$ cat config.mk
export PLATFORM = sky130hd
export DESIGN_NAME = mem_port_arbiter_flat
export DESIGN_NICKNAME = d
export VERILOG_FILES = /design/src/rtl/mem_port_arbiter_if.sv /design/src/rtl/mem_port_arbiter.sv /design/src/flat_wrapper.sv
export SDC_FILE = /design/constraint.sdc
export NUM_CORES = 1
export LEC_CHECK = 0
export BUFFER_PORTS_ARGS = -buffer_cell sky130_fd_sc_hd__buf_2
export CAP_MARGIN = 20
export CORE_MARGIN = 1
export CORE_UTILIZATION = 51
export CTS_BUF_LIST = sky130_fd_sc_hd__clkbuf_16
export CTS_CLUSTER_SIZE = 10
export DETAILED_ROUTE_END_ITERATION = 8
export HOLD_SLACK_MARGIN = 0.05
export PLACE_DENSITY_LB_ADDON = 0.08
export SKIP_CTS_REPAIR_TIMING = 1
export SYNTH_ARGS = -nofsm -noshare
export SYNTH_HDL_FRONTEND = slang
export SYNTH_SLANG_ARGS = --single-unit
export TNS_END_PERCENT = 1
$ cat constraint.sdc
create_clock -name clk -period 6.86 [get_ports clk]
set_clock_uncertainty 0.1 [all_clocks]
set_input_delay 1.372 -clock clk [delete_from_list [all_inputs] [get_ports clk]]
set_output_delay 1.372 -clock clk [all_outputs]
set_load 0.01 [all_outputs]
$ cat src/rtl/mem_port_arbiter_if.sv
// Request/ack bundle for the three memory requesters plus the shared single-port memory.
// slave = arbiter side, master = requesters and memory side.
interface mem_port_arbiter_if #(
    parameter int ADDR_W = 10,
    parameter int DATA_W = 32
);
    logic              if_req;
    logic [ADDR_W-1:0] if_addr;
    logic              if_ack;
    logic [DATA_W-1:0] if_rdata;

    logic              dm_req;
    logic              dm_we;
    logic [ADDR_W-1:0] dm_addr;
    logic [DATA_W-1:0] dm_wdata;
    logic              dm_ack;
    logic [DATA_W-1:0] dm_rdata;

    logic              ext_req;
    logic              ext_we;
    logic [ADDR_W-1:0] ext_addr;
    logic [DATA_W-1:0] ext_wdata;
    logic              ext_ack;
    logic [DATA_W-1:0] ext_rdata;

    logic              mem_en;
    logic              mem_we;
    logic [ADDR_W-1:0] mem_addr;
    logic [DATA_W-1:0] mem_wdata;
    logic [DATA_W-1:0] mem_rdata;

    logic              busy;
    logic [1:0]        grant_id;

    modport slave (
        input  if_req, if_addr,
        output if_ack, if_rdata,
        input  dm_req, dm_we, dm_addr, dm_wdata,
        output dm_ack, dm_rdata,
        input  ext_req, ext_we, ext_addr, ext_wdata,
        output ext_ack, ext_rdata,
        output mem_en, mem_we, mem_addr, mem_wdata,
        input  mem_rdata,
        output busy, grant_id
    );

    modport master (
        output if_req, if_addr,
        input  if_ack, if_rdata,
        output dm_req, dm_we, dm_addr, dm_wdata,
        input  dm_ack, dm_rdata,
        output ext_req, ext_we, ext_addr, ext_wdata,
        input  ext_ack, ext_rdata,
        input  mem_en, mem_we, mem_addr, mem_wdata,
        output mem_rdata,
        input  busy, grant_id
    );
endinterface

$ cat src/rtl/mem_port_arbiter.sv
// Shares one single-port synchronous memory between fetch, data and external ports (dm > if > ext, ext promoted when starved).
// Latency: strobe WAIT_CYCLES+1 cycles after an IDLE request, ack one cycle later; requesters hold req until ack.
module mem_port_arbiter #(
    parameter int ADDR_W       = 10,
    parameter int DATA_W       = 32,
    parameter int WAIT_CYCLES  = 0,
    parameter int EXT_MAX_WAIT = 8
) (
    input  logic               clk,
    input  logic               rst,
    mem_port_arbiter_if.slave  bus
);

    typedef enum logic [1:0] {
        IDLE   = 2'd0,
        ACCESS = 2'd1,
        RESP   = 2'd2
    } state_t;

    localparam logic [1:0] G_NONE = 2'd0;
    localparam logic [1:0] G_IF   = 2'd1;
    localparam logic [1:0] G_DM   = 2'd2;
    localparam logic [1:0] G_EXT  = 2'd3;

    localparam logic [3:0] WAIT_LD    = 4'(WAIT_CYCLES);
    localparam logic [7:0] STARVE_MAX = 8'(EXT_MAX_WAIT);

    state_t            state_q, state_d;
    logic [1:0]        owner_q;
    logic [1:0]        pick;
    logic              we_q;
    logic [ADDR_W-1:0] addr_q;
    logic [DATA_W-1:0] wdata_q;
    logic [3:0]        cnt_q;
    logic [7:0]        starve_q;
    logic [DATA_W-1:0] if_rd_q, dm_rd_q, ext_rd_q;
    logic              any_req;
    logic              strobe;
    logic              resp;

    always_comb begin
        pick = G_NONE;
        if (bus.ext_req && (starve_q == STARVE_MAX)) pick = G_EXT;
        else if (bus.dm_req)                         pick = G_DM;
        else if (bus.if_req)                         pick = G_IF;
        else if (bus.ext_req)                        pick = G_EXT;
    end

    assign any_req = (pick != G_NONE);

    always_comb begin
        state_d = state_q;
        strobe  = 1'b0;
        case (state_q)
            IDLE:    if (any_req) state_d = ACCESS;
            ACCESS: begin
                if (cnt_q == 4'd0) begin
                    strobe  = 1'b1;
                    state_d = RESP;
                end
            end
            RESP:    state_d = IDLE;
            default: state_d = IDLE;
        endcase
    end

    always_ff @(posedge clk or posedge rst) begin
        if (rst) state_q <= IDLE;
        else     state_q <= state_d;
    end

    always_ff @(posedge clk or posedge rst) begin
        if (rst) begin
            owner_q  <= G_NONE;
            we_q     <= 1'b0;
            addr_q   <= '0;
            wdata_q  <= '0;
            cnt_q    <= 4'd0;
            starve_q <= 8'd0;
            if_rd_q  <= '0;
            dm_rd_q  <= '0;
            ext_rd_q <= '0;
        end else begin
            case (state_q)
                IDLE: begin
                    if (any_req) begin
                        owner_q <= pick;
                        cnt_q   <= WAIT_LD;
                        case (pick)
                            G_IF: begin
                                addr_q  <= bus.if_addr;
                                we_q    <= 1'b0;
                                wdata_q <= '0;
                            end
                            G_DM: begin
                                addr_q  <= bus.dm_addr;
                                we_q    <= bus.dm_we;
                                wdata_q <= bus.dm_wdata;
                            end
                            default: begin
                                addr_q  <= bus.ext_addr;
                                we_q    <= bus.ext_we;
                                wdata_q <= bus.ext_wdata;
                            end
                        endcase
                        // ext only ages when it actually loses an arbitration
                        if (pick == G_EXT)
                            starve_q <= 8'd0;
                        else if (bus.ext_req && (starve_q != STARVE_MAX))
                            starve_q <= starve_q + 8'd1;
                    end
                end
                ACCESS: if (cnt_q != 4'd0) cnt_q <= cnt_q - 4'd1;
                RESP: begin
                    if (!we_q) begin
                        case (owner_q)
                            G_IF:    if_rd_q  <= bus.mem_rdata;
                            G_DM:    dm_rd_q  <= bus.mem_rdata;
                            G_EXT:   ext_rd_q <= bus.mem_rdata;
                            default: ;
                        endcase
                    end
                end
                default: ;
            endcase
        end
    end

    // mem_rdata is forwarded during the ack cycle and captured for the hold afterwards
    assign resp          = (state_q == RESP);
    assign bus.if_ack    = resp && (owner_q == G_IF);
    assign bus.dm_ack    = resp && (owner_q == G_DM);
    assign bus.ext_ack   = resp && (owner_q == G_EXT);
    assign bus.if_rdata  = (bus.if_ack  && !we_q) ? bus.mem_rdata : if_rd_q;
    assign bus.dm_rdata  = (bus.dm_ack  && !we_q) ? bus.mem_rdata : dm_rd_q;
    assign bus.ext_rdata = (bus.ext_ack && !we_q) ? bus.mem_rdata : ext_rd_q;

    assign bus.mem_en    = strobe;
    assign bus.mem_we    = strobe && we_q;
    assign bus.mem_addr  = addr_q;
    assign bus.mem_wdata = wdata_q;
    assign bus.busy      = (state_q != IDLE);
    assign bus.grant_id  = (state_q != IDLE) ? owner_q : G_NONE;

endmodule

$ cat src/flat_wrapper.sv
// flat-port wrapper written by rule: the top's interface ports become plain ports
module mem_port_arbiter_flat 
#(
    parameter int ADDR_W       = 10,
    parameter int DATA_W       = 32,
    parameter int WAIT_CYCLES  = 0,
    parameter int EXT_MAX_WAIT = 8
)
  (clk, rst, bus_if_req, bus_if_addr, bus_if_ack, bus_if_rdata, bus_dm_req, bus_dm_we, bus_dm_addr, bus_dm_wdata, bus_dm_ack, bus_dm_rdata, bus_ext_req, bus_ext_we, bus_ext_addr, bus_ext_wdata, bus_ext_ack, bus_ext_rdata, bus_mem_en, bus_mem_we, bus_mem_addr, bus_mem_wdata, bus_mem_rdata, bus_busy, bus_grant_id);
  mem_port_arbiter_if #(.ADDR_W(ADDR_W), .DATA_W(DATA_W)) bus_i ();
  input  logic clk;
  input  logic rst;
  input wire logic [$bits(bus_i.if_req)-1:0] bus_if_req;
  input wire logic [$bits(bus_i.if_addr)-1:0] bus_if_addr;
  output wire logic [$bits(bus_i.if_ack)-1:0] bus_if_ack;
  output wire logic [$bits(bus_i.if_rdata)-1:0] bus_if_rdata;
  input wire logic [$bits(bus_i.dm_req)-1:0] bus_dm_req;
  input wire logic [$bits(bus_i.dm_we)-1:0] bus_dm_we;
  input wire logic [$bits(bus_i.dm_addr)-1:0] bus_dm_addr;
  input wire logic [$bits(bus_i.dm_wdata)-1:0] bus_dm_wdata;
  output wire logic [$bits(bus_i.dm_ack)-1:0] bus_dm_ack;
  output wire logic [$bits(bus_i.dm_rdata)-1:0] bus_dm_rdata;
  input wire logic [$bits(bus_i.ext_req)-1:0] bus_ext_req;
  input wire logic [$bits(bus_i.ext_we)-1:0] bus_ext_we;
  input wire logic [$bits(bus_i.ext_addr)-1:0] bus_ext_addr;
  input wire logic [$bits(bus_i.ext_wdata)-1:0] bus_ext_wdata;
  output wire logic [$bits(bus_i.ext_ack)-1:0] bus_ext_ack;
  output wire logic [$bits(bus_i.ext_rdata)-1:0] bus_ext_rdata;
  output wire logic [$bits(bus_i.mem_en)-1:0] bus_mem_en;
  output wire logic [$bits(bus_i.mem_we)-1:0] bus_mem_we;
  output wire logic [$bits(bus_i.mem_addr)-1:0] bus_mem_addr;
  output wire logic [$bits(bus_i.mem_wdata)-1:0] bus_mem_wdata;
  input wire logic [$bits(bus_i.mem_rdata)-1:0] bus_mem_rdata;
  output wire logic [$bits(bus_i.busy)-1:0] bus_busy;
  output wire logic [$bits(bus_i.grant_id)-1:0] bus_grant_id;
  assign bus_i.if_req = bus_if_req;
  assign bus_i.if_addr = bus_if_addr;
  assign bus_if_ack = bus_i.if_ack;
  assign bus_if_rdata = bus_i.if_rdata;
  assign bus_i.dm_req = bus_dm_req;
  assign bus_i.dm_we = bus_dm_we;
  assign bus_i.dm_addr = bus_dm_addr;
  assign bus_i.dm_wdata = bus_dm_wdata;
  assign bus_dm_ack = bus_i.dm_ack;
  assign bus_dm_rdata = bus_i.dm_rdata;
  assign bus_i.ext_req = bus_ext_req;
  assign bus_i.ext_we = bus_ext_we;
  assign bus_i.ext_addr = bus_ext_addr;
  assign bus_i.ext_wdata = bus_ext_wdata;
  assign bus_ext_ack = bus_i.ext_ack;
  assign bus_ext_rdata = bus_i.ext_rdata;
  assign bus_mem_en = bus_i.mem_en;
  assign bus_mem_we = bus_i.mem_we;
  assign bus_mem_addr = bus_i.mem_addr;
  assign bus_mem_wdata = bus_i.mem_wdata;
  assign bus_i.mem_rdata = bus_mem_rdata;
  assign bus_busy = bus_i.busy;
  assign bus_grant_id = bus_i.grant_id;
  mem_port_arbiter #(.ADDR_W(ADDR_W), .DATA_W(DATA_W), .WAIT_CYCLES(WAIT_CYCLES), .EXT_MAX_WAIT(EXT_MAX_WAIT)) u_core (.clk(clk), .rst(rst), .bus(bus_i));
endmodule
==> results of run 1 <==
## state kept, by name (all words and copies together), names as in the netlist
name,cells
u_core.bus.mem_addr,10
u_core.bus.mem_wdata,32
u_core.cnt_q,4
u_core.dm_rd_q,32
u_core.ext_rd_q,32
u_core.if_rd_q,32
u_core.owner_q,2
u_core.starve_q,8
u_core.state_q,2
u_core.we_q,1
## logic make-up after synthesis
logic type / Yosys count / share of synthesized area, %
muxes: 193 / 29.9
DFF: 155 / 48.4
and+or+nand+nor: 142 / 8.20
AOI/OAI and AO/OA: 89 / 8.04
buffers and inverters: 52 / 4.62
adders and majority gates: 5 / 0.781
## cell usage in the layout (no fill, tap or decap), types with 2 or more instances in the layout
cell type | Yosys | layout
buf_2 | 4 | 278
dfrtp_1 | 155 | 155
nor2_1 | 86 | 86
mux2_2 | 85 | 85
mux2_4 | 60 | 60
mux2_1 | 47 | 47
a221oi_1 | 33 | 33
nand2_1 | 19 | 19
o21ai_0 | 17 | 17
clkbuf_16 | 0 | 17
a21oi_1 | 14 | 14
a22oi_1 | 11 | 11
inv_1 | 9 | 10
buf_4 | 1 | 7
nand3_1 | 6 | 6
a31oi_1 | 6 | 6
nand2b_1 | 5 | 5
ha_1 | 5 | 5
and3_1 | 4 | 4
and2_1 | 3 | 3
nor3_1 | 3 | 3
clkinvlp_4 | 0 | 3
clkinv_2 | 0 | 3
clkinv_1 | 0 | 3
nor2b_1 | 3 | 2
nor3b_1 | 2 | 2
a41oi_1 | 2 | 2
inv_6 | 0 | 2
bufinv_16 | 0 | 2
## synth_stat cells, types with 2 or more instances
| cell type | number |
|---|---|
| dfrtp_1 | 155 |
| nor2_1 | 86 |
| mux2_2 | 85 |
| mux2_4 | 60 |
| mux2_1 | 47 |
| a221oi_1 | 33 |
| buf_6 | 22 |
| nand2_1 | 19 |
| o21ai_0 | 17 |
| clkbuf_1 | 15 |
| a21oi_1 | 14 |
| a22oi_1 | 11 |
| inv_1 | 9 |
| a31oi_1 | 6 |
| nand3_1 | 6 |
| ha_1 | 5 |
| nand2b_1 | 5 |
| and3_1 | 4 |
| buf_2 | 4 |
| and2_1 | 3 |
| and2b_1 | 3 |
| nor2b_1 | 3 |
| nor3_1 | 3 |
| a41oi_1 | 2 |
| nor3b_1 | 2 |
## power breakdown
| group | switching (mW) | internal (mW) | leakage [nW] |
|---|---|---|---|
| Combinational | 1.03 | 1.07 | 2.72 |
| Clock | 0.367 | 0.528 | 0.274 |
| Sequential | 0.239 | 1.34 | 1.90 |
| Total | 1.64 | 2.94 | 4.89 |
## metal layers
metal / track usage [%] / vias up / share of wire, %
li1: - / 2832 / -
met4: 7.91 / 0 / 1.5
met5: 0 / - / 0
met2: 38.9 / 191 / 50
met1: 27.8 / 2859 / 42
met3: 6.37 / 18 / 6.0
## worst register-to-register path, delay by kind of cell, from the launching register on
kind	cells	cell delay [ns]
AND/OR/NAND/NOR	5	1.56
buffers and inverters	3	0.40
AO/OA/AOI/OAI	1	0.10
flip-flops	1	0.39
adder cells (fa/ha/maj)	2	0.51
## layout make-up
| class | instances | area share (%) |
|---|---|---|
| antenna | 1 | 0.0251 |
| multi-input combinational | 429 | 37.9 |
| timing repair buffer | 286 | 14.6 |
| sequential | 155 | 38.9 |
| tap | 211 | 2.64 |
| clock inverter | 15 | 1.34 |
| clock buffer | 17 | 4.26 |
| inverter | 9 | 0.389 |
## path summary, 6_finish.rpt
path                                      endpoint  slack, ns  depth (start not counted)
setup / recovery                 bus_ext_rdata[16]       2.35                          6
hold / removal              u_core.bus.mem_addr[9]       0.38                          2
setup reg to reg           u_core.bus.mem_wdata[3]       3.73                         11
hold reg to reg             u_core.bus.mem_addr[9]       0.38                          2
max in group asynchronous       u_core.if_rd_q[30]       4.28                          3
min in group asynchronous        u_core.owner_q[0]       1.01                          2
==> run metrics, run 1 <==
clk_lat worst skew 0.42 ns; RSZ-0062 raised after global routing false; filler cell count 1200; slew margin rel. 36.8%; flip-flop and latch area approximately 3900 um^2; Mapped Cells 636; CP arrival 3.04 ns; die height 127 um; initial antenna violation count 0; Power Dens Cells 458 nW/um^2; mapped cell area 8010 um^2; critical-path cell list nor2b_4 > and3_1 > and2b_2 > buf_4 > mux2_2 > buf_2; crit path time final 4.51 ns; Max-Cap Viols 0; Die X 127 um; Clock Tree Buf Depth 2; 1st-iter DRT viols 181; max incr delay on CP 0.77 ns; critical path startpoint category flop; Main synth FF type dfrtp_1; gpl congestion 0.811; worst min-delay path class reg -> reg; Final WS setup between 2 and 2.5 ns; TritonCTS clock tree done; CTS clk-pin slew, worst paths 0.06 ns; leakage power between 4 and 5 nW; Congestion Overflow GR 0; area share of the leading cell type in the synthesized netlist 48.4%; Pwr Total 4.57 mW; port bufs 278; Synth area leaders dfrtp_1 (48%), mux2_2 (12%), mux2_4 (11%), mux2_1 (6.6%), nor2_1 (4.0%); final setup vio count 0; Clock Sinks between 150 and 200; DR vias/cell 5.25; DP Wirelength 12800 um; Synth cell types 42; largest area contributor in the netlist dfrtp_1; Final Instance Area 9980 um^2; Total GRT Usage 22.8%; largest net degree at the start of global routing 91; Worst Setup SP u_core.state_q[1]; Syn Area/Cell about 13 um^2; total CTS buffers 17; cell row count 45; Max Slew Vio Count 0; Initial Util 52.5%; H-tree Lvls 4; slew of the pin with the lowest slew margin 0.948 ns; final-stage net count 1036; Setup CP Type reg -> out; post-place setup slack 2.79 ns; WHS 0.378 ns; first-pass GRT wire length 28900 um; share of cells above drive strength 1 around half; Hold Vio Cnt, Final 0; via count 5900; Crit Path Max Fanout 39; wire per inst 16.2 um; vias in the first global route approximately 5800; Synth Warn # 0; Worst Path Buf+Inv 2; CP Capture Type primary output; worst r2r src u_core.starve_q[0]; EDFF count, synth 0; CP Data Required Time ~5.4 ns; Antenna Nets Post-Route 0; area delta synth->final 24.6%; result of the run finished clean; footprint of the multi-input gates around 3800 um^2; register area share after synthesis 48.4%; part of the cycle the worst path needs about two thirds; Finished Layout Cells 1123; # DRC 0; Synth Register Bits 155; DR pass1 iterations 4; placed insts 1090; placed inst area 9420 um^2; Hold Path Origin u_core.bus.mem_addr[9]; VDD IR max 0.232 mV; die area 16200 um^2; Crit path max-delay family simple AND/OR/NAND/NOR gates; clock root cell clkbuf_16; IO Pins 279; CP max stage cell and2b_2; Total Neg Setup Slack 0 ns; fmax 222 MHz; net count after synthesis 774; fraction of registers with async set/reset 100%; Layout Utilization 65.4%; WL final 18200 um; core area between 15000 and 20000 um^2
Power figures use the tool's default switching activity.
==> inputs of run 2 (changes only) <==
==> constraint.sdc (replaced) <==
create_clock -name clk -period 4.5 [get_ports clk]
set_clock_uncertainty 0.1 [all_clocks]
set_input_delay 0.9 -clock clk [delete_from_list [all_inputs] [get_ports clk]]
set_output_delay 0.9 -clock clk [all_outputs]
set_load 0.01 [all_outputs]
==> run 2 against run 1 <==
Critical path type unchanged. Largest cell class unchanged. Sequential share of layout area shrank 0.24 points. Worst hold slack is essentially flat. Setup slack got worse by 1.5 ns.
==> run metrics, run 2 (same netlist as run 1, synthesis figures left out) <==
result of the run finished clean; initial antenna violation count 1; CP Capture Type primary output; most common cell after layout, fill and taps aside buf_2; total CTS buffers 17; final-stage net count 1041; wire per inst around 16 um; first-pass GRT wire length roughly 30000 um; CP arrival around 2.7 ns; Ant. Diodes 0; Layout Utilization 65.8%; area delta synth->final 25.4%; vias in the first global route 5977; Final Instance Area 10000 um^2; Crit Path Max Fanout 40; CP Data Required Time around 3.5 ns; CTS clk-pin slew, worst paths 0.06 ns; final setup vio count 0; gpl congestion just over 0.8; TritonCTS clock tree done; part of the cycle the worst path needs 82.0%; Hold Vio Cnt, Final 0; core area 15300 um^2; r2r worst-path depth 11; clk_lat worst skew 0.42 ns; RSZ-0062 raised after global routing false; die height 127 um; Congestion Overflow GR 0; commonest non-fill, non-tap cells in the layout buf_2 (278), dfrtp_1 (155), nor2_1 (86), mux2_2 (85), mux2_4 (60); Initial Util 52.5%; Clock Sinks 155; worst r2r src u_core.starve_q[0]; slew margin rel. 56.4%; Clock Tree Buf Depth 2; clock root cell clkbuf_16; fmax 271 MHz; slew of the pin with the lowest slew margin 0.652 ns; share of cells above drive strength 1 between 50% and 60%; 1st-iter DRT viols 293; placed inst area 9490 um^2; DP Wirelength 13300 um; leakage power between 4 and 5 nW; VDD IR max 0.317 mV; Total Neg Setup Slack 0 ns; Die X around 130 um; FF-to-FF setup slack 1.54 ns; filler cell count roughly 1200; worst min-delay path class reg -> reg; DR vias/cell 5.28; Max-Cap Viols 0; Hold Path Origin u_core.ext_rd_q[25]; crit path time final 3.69 ns; worst hold endpoint u_core.ext_rd_q[25]; cell row count 45; Total GRT Usage 23.5%; Setup CP Type reg -> out; H-tree Lvls 4; die area 16200 um^2; Power Dens Cells between 600 and 700 nW/um^2; Worst Setup SP u_core.state_q[1]; DR pass1 iterations 5; # DRC 0; WL final between 15000 and 20000 um; worst flop-to-flop path endpoint u_core.bus.mem_wdata[19]; WHS Path Cells 1; Antenna Nets Post-Route 0; critical path startpoint category flop; largest net degree at the start of global routing 70; IO Pins 279; port bufs approximately 280; WHS 0.377 ns; Max Slew Vio Count 0; via count 5955
==> run 2: metrics by stage <==
step | setup slack (ns) | total power, mW | cells
CTS | 0.753 | 7.03 | 1126
detailed placement | 1.16 | 5.68 | 1094
global placement | 0.823 | 5.55 | 1093
floorplan | 1.44 | 4.56 | 636
global route | 0.646 | 7.45 | 1127
finish | 0.811 | 6.98 | 1127
==> run 2: layout make-up <==
class	count	area, um^2	area share [%]
Multi-Input combinational cell	429	3780	37.6
Tap cell	211	264	2.63
Timing Repair Buffer	291	1540	15.3
Clock inverter	15	118	1.17
Clock buffer	17	425	4.23
Inverter	9	37.5	0.374
Sequential cell	155	3880	38.6
==> run 2: worst max path at each step <==
| stage | slack, ns | to | cells after the start |
|---|---|---|---|
| after floorplan | 1.44 | u_core.bus.mem_wdata[0] | 12 |
| after global placement | 0.82 | u_core.bus.mem_wdata[28] | 9 |
| after detailed placement | 1.16 | u_core.bus.mem_wdata[2] | 10 |
| after CTS | 0.75 | bus_ext_rdata[23] | 6 |
| after global routing | 0.65 | bus_ext_rdata[23] | 6 |
| final | 0.81 | bus_ext_rdata[19] | 6 |
==> run 2: critical path, cell delays in order (launching register included) <==
cell	delay, ns
dfrtp_1	0.45
nor2b_4	0.21
and3_1	0.19
and2b_2	0.57
buf_12	0.32
mux2_1	0.36
buf_2	0.15
==> run 2: power by group <==
group / internal [mW] / switching, mW / leakage, nW
Combinational: 1.65 / 1.58 / 2.75
Sequential: 2.04 / 0.372 / 1.90
Clock: 0.794 / 0.542 / 0.283
Total: 4.49 / 2.49 / 4.93
==> run 2: metal layers <==
layer	routed length, um	track usage, %	up-vias	share of wire [%]
li1	-	-	2820	-
met1	7660	29.0	2891	41
met2	9170	39.0	208	50
met3	1210	6.74	34	6.6
met4	441	9.17	2	2.4
met5	8	0	-	0.043
==> inputs of run 3 (changes only) <==
==> constraint.sdc (replaced) <==
create_clock -name clk -period 3.4 [get_ports clk]
set_clock_uncertainty 0.1 [all_clocks]
set_input_delay 0.68 -clock clk [delete_from_list [all_inputs] [get_ports clk]]
set_output_delay 0.68 -clock clk [all_outputs]
set_load 0.01 [all_outputs]
==> run 3 against run 2 <==
Clock-buffer cell count unchanged. Largest cell class unchanged. First-iteration DRC count down 29%. Die area did not move. Via count increased by 0.18%. Sequential power up 32%. Worst hold slack worse by 0.20 ns. Flip-flop and latch count stayed put.
==> run metrics, run 3 (same netlist as run 1, synthesis figures left out) <==
via count 5966; Max-Cap Viols 0; 1st-iter DRT viols 208; clk_lat worst skew 0.43 ns; # DRC 0; total CTS buffers 17; CP Data Required Time 2.62 ns; CTS clk-pin slew, worst paths 0.06 ns; worst min-delay path class in -> async; VDD IR max 0.525 mV; leakage power 4.92 nW; crit path time final 3.22 ns; first-pass GRT wire length between 20000 and 30000 um; die height 127 um; WL final between 15000 and 20000 um; Ant. Diodes 0; Power Dens Cells 920 nW/um^2; vias in the first global route 5855; most common cell after layout, fill and taps aside buf_2; initial antenna violation count 0; Total GRT Usage 23.3%; wire per inst 16.4 um; CP Capture Type primary output; Max Slew Vio Count 0; Final Instance Area 10100 um^2; die area 16200 um^2; Hold Vio Cnt, Final 0; clock root cell clkbuf_16; Congestion Overflow GR 0; share of cells above drive strength 1 51.9%; result of the run finished clean; DP Wirelength 13100 um; Logic pwr share 46.0%; RSZ-0062 raised after global routing false; Setup CP Type reg -> out; slew of the pin with the lowest slew margin around 0.67 ns; gpl congestion between 0.8 and 0.9; core area about 15000 um^2; Die X 127 um; Initial Util 52.5%; Clock Tree Buf Depth 2; Clk pwr share between 10% and 20%; fmax just over 300 MHz; largest net degree at the start of global routing 112; port bufs 278; Sw Pwr 3.32 mW; slew margin rel. a little under three fifths; Flop pwr share roughly a third; cell row count 45; CP arrival 2.44 ns; placed inst area 9500 um^2; DR vias/cell 5.29; commonest non-fill, non-tap cells in the layout buf_2 (278), dfrtp_1 (155), nor2_1 (86), mux2_2 (85), mux2_4 (60); Int Power 5.94 mW; Clock Sinks 155; area delta synth->final 25.6%; DR pass1 iterations 4; TritonCTS clock tree done; part of the cycle the worst path needs 94.6%; Total Neg Setup Slack 0 ns; r2r worst-path depth 11; final-stage net count 1041; switching part of the total between 30% and 40%; IO Pins between 200 and 300; WHS between 0.15 and 0.2 ns; final setup vio count 0; Antenna Nets Post-Route 0; critical path startpoint category flop; Crit Path Max Fanout 26; H-tree Lvls 4
[run 3: cell types whose count changed in the layout (fill, tap and decap cells not counted), sizes merged]
cell	previous run	this run
inv	12	10
clkinvlp	1	4
clkinv	9	8
[run 3: final cells by class]
class | instances | area [um^2]
Inverter | 9 | 37.5
Tap cell | 211 | 264
Fill cell | 1213 | 5200
Timing Repair Buffer | 291 | 1540
Clock buffer | 17 | 425
Clock inverter | 15 | 133
Multi-Input combinational cell | 429 | 3780
Sequential cell | 155 | 3880
[run 3: metrics by stage]
stage / total power [mW] / util [%] / setup slack (ns) / instances
after detailed placement: 7.50 / 62.3 / 0.437 / 1095
after CTS: 9.35 / 65.9 / 0.139 / 1127
final: 9.25 / 65.9 / 0.183 / 1127
after global placement: 7.35 / 62.3 / 0.573 / 1095
after floorplan: 6.04 / - / 0.562 / 636
after global routing: 9.86 / 65.9 / 0.0508 / 1127
[run 3: path summary, 6_finish.rpt]
path	startpoint	endpoint	slack, ns
setup / recovery	u_core.state_q[1]	bus_if_rdata[10]	0.18
setup reg to reg	u_core.starve_q[0]	u_core.bus.mem_wdata[15]	0.56
max in group asynchronous	rst	u_core.cnt_q[0]	2.10
hold / removal	rst	u_core.dm_rd_q[21]	0.18
hold reg to reg	u_core.ext_rd_q[17]	u_core.ext_rd_q[17]	0.38
min in group clk	u_core.ext_rd_q[17]	u_core.ext_rd_q[17]	0.38
[run 3: metal layers]
metal | vias to the layer above | wire length, um | track usage (%)
met5 | - | 0 | 0
met4 | 0 | 468 | 9.66
met3 | 25 | 1140 | 6.45
met2 | 201 | 9260 | 39.1
met1 | 2912 | 7580 | 28.4
li1 | 2828 | - | -
[run 3: power by group through the flow]
| stage | combinational, mW | clock, mW | sequential [mW] |
|---|---|---|---|
| finish | 4.25 | 1.81 | 3.19 |
| global route | 4.63 | 1.92 | 3.30 |
| CTS | 4.31 | 1.85 | 3.19 |
| detailed placement | 4.29 | 0 | 3.21 |
| global placement | 4.20 | 0 | 3.15 |
| floorplan | 2.83 | 0 | 3.21 |
[run 3: worst max-delay path, cell delays in order, from the launching register on]
cell and delay (ns):
dfrtp_1 0.43, nor2b_4 0.20, and3b_1 0.18, and2b_4 0.43
buf_12 0.27, mux2_4 0.32, buf_2 0.15
